==> src/rtl/dmem_arb_pkg.sv <==
// dmem_arb_pkg: shared constants, response tag type and one-hot helper for
// the data-memory arbiter. Tag index is sized for the largest supported
// requester count (8) so the struct does not depend on the instance parameter.
package dmem_arb_pkg;

  localparam int unsigned DMEM_NUM_REQ = 4;
  localparam int unsigned MAX_REQ      = 8;
  localparam int unsigned TAG_IDX_W    = 3;

  // Tag of the access issued last cycle; pend marks a response due now.
  typedef struct packed {
    logic                 pend;
    logic [TAG_IDX_W-1:0] idx;
  } rsp_tag_t;

  // Decode a requester index into a one-hot vector of MAX_REQ bits.
  function automatic logic [MAX_REQ-1:0] onehot(input logic [TAG_IDX_W-1:0] idx);
    logic [MAX_REQ-1:0] v;
    v      = '0;
    v[idx] = 1'b1;
    return v;
  endfunction

endpackage

==> src/rtl/rr_priority_picker.sv <==
// rr_priority_picker: combinational rotating-priority encoder.
// Ports:
//   valid_i        - per-requester request vector
//   ptr_i          - index holding the highest priority this cycle
//   grant_onehot_o - one-hot winner (zero when nothing is valid)
//   grant_idx_o    - winner index (zero when nothing is valid)
//   any_grant_o    - at least one requester is valid
module rr_priority_picker #(
  parameter int unsigned NUM_REQ = 4,
  parameter int unsigned IDX_W   = 2
) (
  input  logic [NUM_REQ-1:0] valid_i,
  input  logic [IDX_W-1:0]   ptr_i,
  output logic [NUM_REQ-1:0] grant_onehot_o,
  output logic [IDX_W-1:0]   grant_idx_o,
  output logic               any_grant_o
);

  logic [IDX_W-1:0] cand;
  logic             found;

  // Walk ptr_i, ptr_i+1, ... modulo NUM_REQ and take the first valid entry.
  always_comb begin
    grant_onehot_o = '0;
    grant_idx_o    = '0;
    found          = 1'b0;
    cand           = '0;
    for (int unsigned k = 0; k < NUM_REQ; k++) begin
      cand = IDX_W'((32'(ptr_i) + k) % NUM_REQ);
      if (!found && valid_i[cand]) begin
        found                = 1'b1;
        grant_idx_o          = cand;
        grant_onehot_o[cand] = 1'b1;
      end
    end
    any_grant_o = found;
  end

endmodule

==> src/rtl/dmem_arbiter.sv <==
// dmem_arbiter: round-robin arbiter sharing one single-port data BRAM among
// NUM_REQ requesters. One access per cycle; the response (read data or write
// ack) is returned one cycle after issue, tagged with the requester's bit.
// Optional feature macro: DMEM_ARB_LOCK_EN adds req_lock_i, which lets the
// granted requester keep exclusive access for a read-modify-write sequence.
// Ports:
//   clk, rst      - clock, synchronous active-high reset
//   req_valid_i   - per-requester request
//   req_lock_i    - per-requester lock request (DMEM_ARB_LOCK_EN only)
//   req_we_i      - per-requester write (1) / read (0)
//   req_addr_i    - packed addresses, requester i at [i*WIDTH +: WIDTH]
//   req_wdata_i   - packed write data, same packing
//   req_ready_o   - one-hot grant, combinational
//   rsp_valid_o   - one-hot response strobe, one cycle after grant
//   rsp_rdata_o   - read data (pass-through of dm_rdata_i)
//   dm_we_o, dm_addr_o, dm_wdata_o - BRAM command, combinational
//   dm_rdata_i    - BRAM read data, one cycle after address
module dmem_arbiter
  import dmem_arb_pkg::*;
#(
  parameter int unsigned WIDTH   = 32,
  parameter int unsigned NUM_REQ = DMEM_NUM_REQ
) (
  input  logic                     clk,
  input  logic                     rst,
  input  logic [NUM_REQ-1:0]       req_valid_i,
`ifdef DMEM_ARB_LOCK_EN
  input  logic [NUM_REQ-1:0]       req_lock_i,
`endif
  input  logic [NUM_REQ-1:0]       req_we_i,
  input  logic [NUM_REQ*WIDTH-1:0] req_addr_i,
  input  logic [NUM_REQ*WIDTH-1:0] req_wdata_i,
  output logic [NUM_REQ-1:0]       req_ready_o,
  output logic [NUM_REQ-1:0]       rsp_valid_o,
  output logic [WIDTH-1:0]         rsp_rdata_o,
  output logic                     dm_we_o,
  output logic [WIDTH-1:0]         dm_addr_o,
  output logic [WIDTH-1:0]         dm_wdata_o,
  input  logic [WIDTH-1:0]         dm_rdata_i
);

  localparam int unsigned IDX_W = $clog2(NUM_REQ);

  logic [IDX_W-1:0]   prio_ptr_q, prio_ptr_d;
  rsp_tag_t           tag_q, tag_d;
  logic [NUM_REQ-1:0] elig;
  logic [NUM_REQ-1:0] grant_oh;
  logic [IDX_W-1:0]   grant_idx;
  logic               any_grant;

`ifdef DMEM_ARB_LOCK_EN
  logic               lock_own_q, lock_own_d;
  logic [IDX_W-1:0]   lock_idx_q, lock_idx_d;

  // While locked, only the lock owner is eligible.
  assign elig = lock_own_q
              ? (req_valid_i & NUM_REQ'(onehot(TAG_IDX_W'(lock_idx_q))))
              : req_valid_i;
`else
  assign elig = req_valid_i;
`endif

  rr_priority_picker #(
    .NUM_REQ (NUM_REQ),
    .IDX_W   (IDX_W)
  ) u_picker (
    .valid_i        (elig),
    .ptr_i          (prio_ptr_q),
    .grant_onehot_o (grant_oh),
    .grant_idx_o    (grant_idx),
    .any_grant_o    (any_grant)
  );

  // BRAM command mux; all zero when nothing is granted.
  always_comb begin
    req_ready_o = grant_oh;
    dm_we_o     = 1'b0;
    dm_addr_o   = '0;
    dm_wdata_o  = '0;
    if (any_grant) begin
      dm_we_o    = req_we_i[grant_idx];
      dm_addr_o  = req_addr_i[32'(grant_idx) * WIDTH +: WIDTH];
      dm_wdata_o = req_wdata_i[32'(grant_idx) * WIDTH +: WIDTH];
    end
  end

  // Next-state: pointer rotation, response tag and lock ownership.
  always_comb begin
    prio_ptr_d = prio_ptr_q;
    tag_d      = '0;
`ifdef DMEM_ARB_LOCK_EN
    lock_own_d = lock_own_q;
    lock_idx_d = lock_idx_q;
`endif
    if (any_grant) begin
      prio_ptr_d = (grant_idx == IDX_W'(NUM_REQ - 1)) ? '0 : grant_idx + IDX_W'(1);
      tag_d.pend = 1'b1;
      tag_d.idx  = TAG_IDX_W'(grant_idx);
`ifdef DMEM_ARB_LOCK_EN
      // Any grant while locked goes to the owner, so this both sets and clears.
      lock_own_d = req_lock_i[grant_idx];
      lock_idx_d = grant_idx;
`endif
    end
  end

  // State registers.
  always_ff @(posedge clk) begin
    if (rst) begin
      prio_ptr_q <= '0;
      tag_q      <= '0;
`ifdef DMEM_ARB_LOCK_EN
      lock_own_q <= 1'b0;
      lock_idx_q <= '0;
`endif
    end else begin
      prio_ptr_q <= prio_ptr_d;
      tag_q      <= tag_d;
`ifdef DMEM_ARB_LOCK_EN
      lock_own_q <= lock_own_d;
      lock_idx_q <= lock_idx_d;
`endif
    end
  end

  // Gating with rst drops an in-flight response in the reset cycle itself.
  assign rsp_valid_o = (tag_q.pend && !rst) ? NUM_REQ'(onehot(tag_q.idx)) : '0;
  assign rsp_rdata_o = dm_rdata_i;

endmodule

==> config.mk <==
export PLATFORM = sky130hd
export DESIGN_NAME = dmem_arbiter
export DESIGN_NICKNAME = d
export VERILOG_FILES = /design/src/rtl/dmem_arb_pkg.sv /design/src/rtl/rr_priority_picker.sv /design/src/rtl/dmem_arbiter.sv
export SDC_FILE = /design/constraint.sdc
export NUM_CORES = 1
export LEC_CHECK = 0
export BUFFER_PORTS_ARGS = -buffer_cell sky130_fd_sc_hd__buf_2
export CORE_AREA = 2 2 155 157
export DETAILED_ROUTE_END_ITERATION = 10
export DIE_AREA = 0 0 157 159
export GPL_ROUTABILITY_DRIVEN = 0
export GPL_TIMING_DRIVEN = 0
export PLACE_DENSITY = 0.38
export SYNTH_ARGS = -nofsm -noshare
export SYNTH_HDL_FRONTEND = slang
export SYNTH_SLANG_ARGS = --single-unit
==> constraint.sdc <==
create_clock -name clk -period 8.7 [get_ports clk]
set_input_delay 1.74 -clock clk [delete_from_list [all_inputs] [get_ports clk]]
set_output_delay 1.74 -clock clk [all_outputs]
set_load 0.05 [all_outputs]
; ---- Word level (Yosys, flattened, before mapping)
; Index checks and enable logic that the tools add are counted.
; W data, S select, Z words.
[totals]
ff_bits = 6
in_bits = 298
output_inout_bits = 105
wordCells = 78
[classes]
n_mux = 38
add_sub_neg = 4
order_cmp = 11
shifts = 2
n_eq_ne = 1
reduce_logical = 14
n_bitwise = 4
[op_table]
columns = operator, count
row1 = $shiftx A128 B8 Y32, 2
row2 = $mux W32, 2
row3 = $mux W4, 6
row4 = $lt A2 B3 Y1 const B, 5
row5 = $mux W1, 15
row6 = $or A4 B4 Y4, 3
row7 = $bmux W1 S2, 5
row8 = $mux W2, 5
row9 = $logic_and A1 B1 Y1, 9
row10 = $demux W1 S2, 4
row11 = $ge A2 B1 Y1 const B, 4
row12 = $add A2 B1 Y2 const B, 2
row13 = $add A2 B2 Y2 const B, 2
row14 = $logic_not A1 Y1, 4
row15 = $lt A3 B4 Y1 const B, 1
row16 = $demux W1 S3, 1
row17 = $ge A3 B1 Y1 const B, 1
row18 = $eq A2 B2 Y1 const B, 1
row19 = $reduce_or A2 Y1, 1
row20 = $not A1 Y1, 1

; ---- Longest topological paths before layout
[depth]
ltp_word = 15
ltp_mapped = 12

; ---- By module
; From an unflattened synthesis, not the netlist that was laid out.
[hier_totals]
cells_unflattened = 321
hier_area_um2 = 2897.8
[modules_own_cells]
columns = mod, seq_area_each_um2, cells_each, instances, area_per_inst_um2
row1 = dmem_arbiter, 100.1, 276, 1, 2478.6
row2 = rr_priority_picker, 0.0, 45, 1, 419.2

; ---- Least setup slack after synthesis
; No wires, ideal clock.
[synth_timing]
path_type = input -> output
from = input port req_valid_i[2]
to = output port dm_wdata_o[10]
slack_ns = 3.070
path_stages = 8
arrival_time_ns = 3.890
path_buffers = 2
path_cell_list = mux4_2 > nor2b_4 > nor2_1 > o21ai_2 > buf_4 > buf_2 > a221oi_1 > a21oi_1
[synth_between]
elab_chain_len = 14
word_cells_on_any_way = 24
cone_classes = shift: 1 / mux: 17 / reduce/logical: 6
[synth_rtl]
columns = item, line_no
row1 = from (decl), dmem_arbiter.sv:26  ; input logic [NUM_REQ-1:0] req_valid_i,
row2 = $bmux W1 S2, rr_priority_picker.sv:30  ; if (!found && valid_i[cand]) begin
row3 = $mux W1 (implied by the code), rr_priority_picker.sv:30
row4 = $mux W1, rr_priority_picker.sv:30
row5 = $logic_not A1 Y1, rr_priority_picker.sv:30
row6 = $logic_and A1 B1 Y1, rr_priority_picker.sv:30
row7 = $mux W1, rr_priority_picker.sv:30
row8 = $logic_not A1 Y1, rr_priority_picker.sv:30
row9 = $logic_and A1 B1 Y1, rr_priority_picker.sv:30
row10 = $mux W1, rr_priority_picker.sv:30
row11 = $logic_not A1 Y1, rr_priority_picker.sv:30
row12 = $logic_and A1 B1 Y1, rr_priority_picker.sv:30
row13 = $mux W2, rr_priority_picker.sv:30
row14 = $shiftx A128 B8 Y32, dmem_arbiter.sv:83  ; dm_wdata_o = req_wdata_i[32'(grant_idx) * WIDTH +: WIDTH];
row15 = $mux W32 (*), dmem_arbiter.sv:80  ; if (any_grant) begin
row16 = to (decl), dmem_arbiter.sv:38  ; output logic [WIDTH-1:0] dm_wdata_o,
; Mark *: on every way between the ends. The rest lies on a longest branch, timed or not. The select of a mux whose other input is x is not followed.

; ---- Worst setup path in the final report
[layout_timing]
from = input port req_valid_i[2]
to = output port dm_wdata_o[29]
; Same word-level chain as after synthesis.

==> qor_table.md <==
| Step | Metric | Reported |
|:---|:---|:---|
| synth | Proportion of synthesized flip-flops having asynchronous set or reset | 0% |
| synth | Biggest area contributors in the synthesized netlist | a221oi_1 (23%), a22oi_1 (21%), a21oi_1 (13%), buf_4 (12%), buf_2 (5.1%) |
| synth | Mapped Cells | 339 |
| worst setup path | Largest driver fanout on the critical path | 10 |
| placement | Count of buffers inserted at the top-level ports | 370 |
| worst setup path | Endpoint of the worst-slack reg-to-reg timing path | prio_ptr_q[1] |
| synth | Number of flops mapped to enable cells by yosys | 0 |
| global routing | Initial antenna violation count | 1 |
| power and ir drop | Static Leakage | 0.00243 µW |
| synth | Prevailing post-synth register cell | dfxtp_1 |
| synth | Avg Inst Size Synth | 7.26 µm² |
| worst setup path | Startpoint type of the worst setup path | primary input |
| clock tree | Number of buffers created by CTS | 3 |
| clock tree | Clock transition at path regs | 30 ps |
| timing | Setup repair after global routing missed its margin | false |
| synth | Warnings, synthesis | 0 |
| floorplan | Standard-cell rows | 56 |
| worst setup path | Critical Path End Type | primary output |
| detailed routing | Overall via count from detail_route | 4,518 |
| clock tree | Clk sinks | 5 |
| power and ir drop | Register share of total power | 1.6% |
| hold path | Hold Path Origin | prio_ptr_q[1] |
| floorplan | Initial core utilization | 10.6% |
| power and ir drop | Internal portion of total power | 720 µW |
| synth | Number of distinct library cells after synthesis | 36 |
| worst setup path | Worst reg2reg path startpoint | prio_ptr_q[0] |
| run | Count of max-cap constraint violations | 0 |
| timing | Maximum achievable frequency | 0.161 GHz |
| clock tree | Number of H-tree levels | 1 |
| synth | Register bit count reported by yosys | 5 |
| timing | Setup TNS | 0 ps |
| timing | Transition time at the pin with the least slew margin | 785 ps |
| detailed routing | Count of TritonRoute iterations in the first routing pass | 5 |
| timing | Setup clock skew after layout | 0.796 ps |
| timing | Fraction of the cycle the final worst path needs | 71.5% |
| floorplan | Die extent in y | 159 µm |
| power and ir drop | Worst IR drop on VDD | 0.295 mV |
| placement | Number of cells in the design after placement | 1,028 |
| power and ir drop | Switching pwr | 1990 µW |
| worst setup path | Number of cells on the worst reg-to-reg path | 10 |
| detailed routing | Mean number of vias per cell | 4.37 |
| floorplan | Total Die Area | 25,000 µm² |
| clock tree | Hold buffer count at cts | 0 |
| final layout | Number of standard cells in the layout, taps in and fillers out | 1,033 |
| global routing | Via count of the first global-routing pass | 4,384 |
| worst setup path | Data arrival time of the critical path | 4480 ps |
| synth | Part of the Yosys area used for sequential elements | 4.07% |
| worst setup path | Critical path type | primary input to primary output |
| timing | Total of endpoints with negative setup slack in the final report | 0 |
| synth | Top cell type's share of synthesized area | 23.1% |
| clock tree | Clock root cell | clkbuf_16 |
| power and ir drop | Clk pwr share | 2.8% |
| hold path | Min-Delay Path Depth | 2 |
| timing | Worst max-slew margin expressed relative to the limit | 47.6% |
| final layout | Post-layout nets | 1,017 |
| hold path | Worst min-delay path class | flop to flop |
| hold path | End point of the worst hold path | prio_ptr_q[1] |
| power and ir drop | Share of total power consumed by net switching | 73.4% |
| synth | Total nets after synthesis | 642 |
| clock tree | Setup Fix Bufs, Post-CTS | 0 |
| global routing | All-Layer GR Usage | 13.2% |
| power and ir drop | Total power divided by cell area | 564 nW/µm² |
| synth | Cell area after synthesis | 2460 µm² |
| clock tree | Clk Latency, worst-skew pair | 220 ps |
| detailed routing | Number of nets still failing antenna checks after routing | 0 |
| final layout | Synth-to-layout area growth | 94.8% |
| synth | Area leader, netlist | a221oi_1 |
| synth | Commonest cells post-synth | a22oi_1 (69), a21oi_1 (66), a221oi_1 (65) |
| floorplan | Core Area | 23,200 µm² |
| clock tree | Number of gates given a new drive strength after cts | 0 |
| timing | Max Transition Viols Final | 0 |
| detailed routing | Wirelength, routed | 18.5 mm |
| detailed routing | DR DRC count | 0 |
| detailed routing | Routed length per placed instance | 17.9 µm |
| worst setup path | FF-to-FF setup slack | 5060 ps |
| global routing | Aggregate global routing overflow | 0 |
| placement | Detailed placer's ending HPWL | 15.3 mm |
| clock tree | Worst-case clock buffer depth | 2 |
| floorplan | Top-Level Pins | 403 |
| synth | Most common cell in the netlist | a22oi_1 |
| global routing | Largest net degree at the start of global routing | 11 |
| timing | Period minus WS final | 6220 ps |
| final layout | Fraction of layout instances using a drive strength above 1 | 62.7% |
| global routing | Global-route wire length before repair | 25.3 mm |
| clock tree | Clock tree from TritonCTS | yes |
| detailed routing | Starting DRC count in detailed routing | 241 |
| worst setup path | Data required time at the worst endpoint | 6960 ps |
| status | Status | finished clean |
| floorplan | Die width | 157 µm |
| power and ir drop | Combinational fraction of design power | 95.6% |
| timing | Total count of hold-check failures in the final report | 0 |
## layout by cell type (no fill, tap or decap), types with 2 or more instances in the layout
cell       count
a21oi_1       66
a221o_1        5
a221oi_1      65
a22oi_1       69
buf_2        395
buf_4         39
clkbuf_1      12
clkbuf_16      3
dfxtp_1        5
ha_1           5
inv_1          4
mux2i_1        2
mux4_2         3
nand2_1        2
nor2_1        11
nor2b_1        2
nor4b_1        2
nor4bb_1       2
o21ai_0        2
o21ai_1        2
## worst max-delay path by stage
stage | cells after the start | endpoint | from | slack, ps
6_report | 9 | dm_wdata_o[29] | req_valid_i[2] | 2480
5_1_grt | 9 | dm_wdata_o[29] | req_valid_i[2] | 2260
4_1_cts | 9 | dm_wdata_o[29] | req_valid_i[2] | 2340
2_1_floorplan | 8 | dm_wdata_o[10] | req_valid_i[2] | 3070
3_3_place_gp | 9 | dm_wdata_o[29] | req_valid_i[2] | 2320
3_5_place_dp | 9 | dm_wdata_o[29] | req_valid_i[2] | 2340
## cell families (layout without fill, tap and decap cells)
family / count (synthesis) / count (layout) / share of synthesized area, %
compound gates: 215 / 215 / 62.8
buf+inv: 81 / 455 / 20.0
simple gates: 27 / 27 / 6.66
fa+ha+maj: 5 / 5 / 2.54
mux: 5 / 5 / 3.56
flops: 5 / 5 / 4.07
xor+xnor: 1 / 1 / 0.356
other cells: 0 / 1 / 0
## per-stage QoR
stage	area [µm²]	utilization, %	total power [µW]	setup slack (ps)	hold WS, ps
2_1_floorplan	2460	-	1950	3070	683
3_3_place_gp	4710	20.3	2670	2320	784
3_5_place_dp	4710	20.3	2650	2340	783
4_1_cts	4790	20.7	2730	2340	788
5_1_grt	4790	20.7	2850	2260	841
6_report	4790	20.7	2710	2480	782
## critical path, cell delays in order
cell	delay (ps)
buf_2	140
mux4_2	570
nor2b_4	190
nor2_1	90
o21ai_2	390
clkbuf_1	650
a221oi_1	110
a21oi_1	250
buf_2	310
## routing by layer
| layer | global-route usage, % | up-vias | share of wire, % |
|---|---|---|---|
| met5 | 0 | - | 0 |
| li1 | - | 2151 | - |
| met1 | 15.2 | 2084 | 41 |
| met4 | 2.42 | 0 | 1.2 |
| met2 | 25.9 | 267 | 52 |
| met3 | 1.25 | 16 | 6.0 |
## sequential cells by signal, summed over array words and instances, names as in the netlist
name	cells
tag_q	3
prio_ptr_q	2
## power by group through the flow
stage          logic [µW]  registers (µW)  clock network (µW)
6_report             2590            44.5                74.7
5_1_grt              2730            47.4                77.6
4_1_cts              2610            44.7                76.0
3_5_place_dp         2610            44.7                   0
3_3_place_gp         2620            45.7                   0
2_1_floorplan        1910            40.6                   0
## layout make-up
type | count | area (µm²)
Fill cell | 2683 | 18400
Multi-Input combinational cell | 253 | 1870
Timing Repair Buffer | 370 | 1850
Buffer | 77 | 478
Tap cell | 319 | 399
Sequential cell | 5 | 100
Clock buffer | 4 | 78.8
Inverter | 4 | 15.0
Antenna cell | 1 | 2.50
Note: power is estimated with default switching activity, not from simulation.
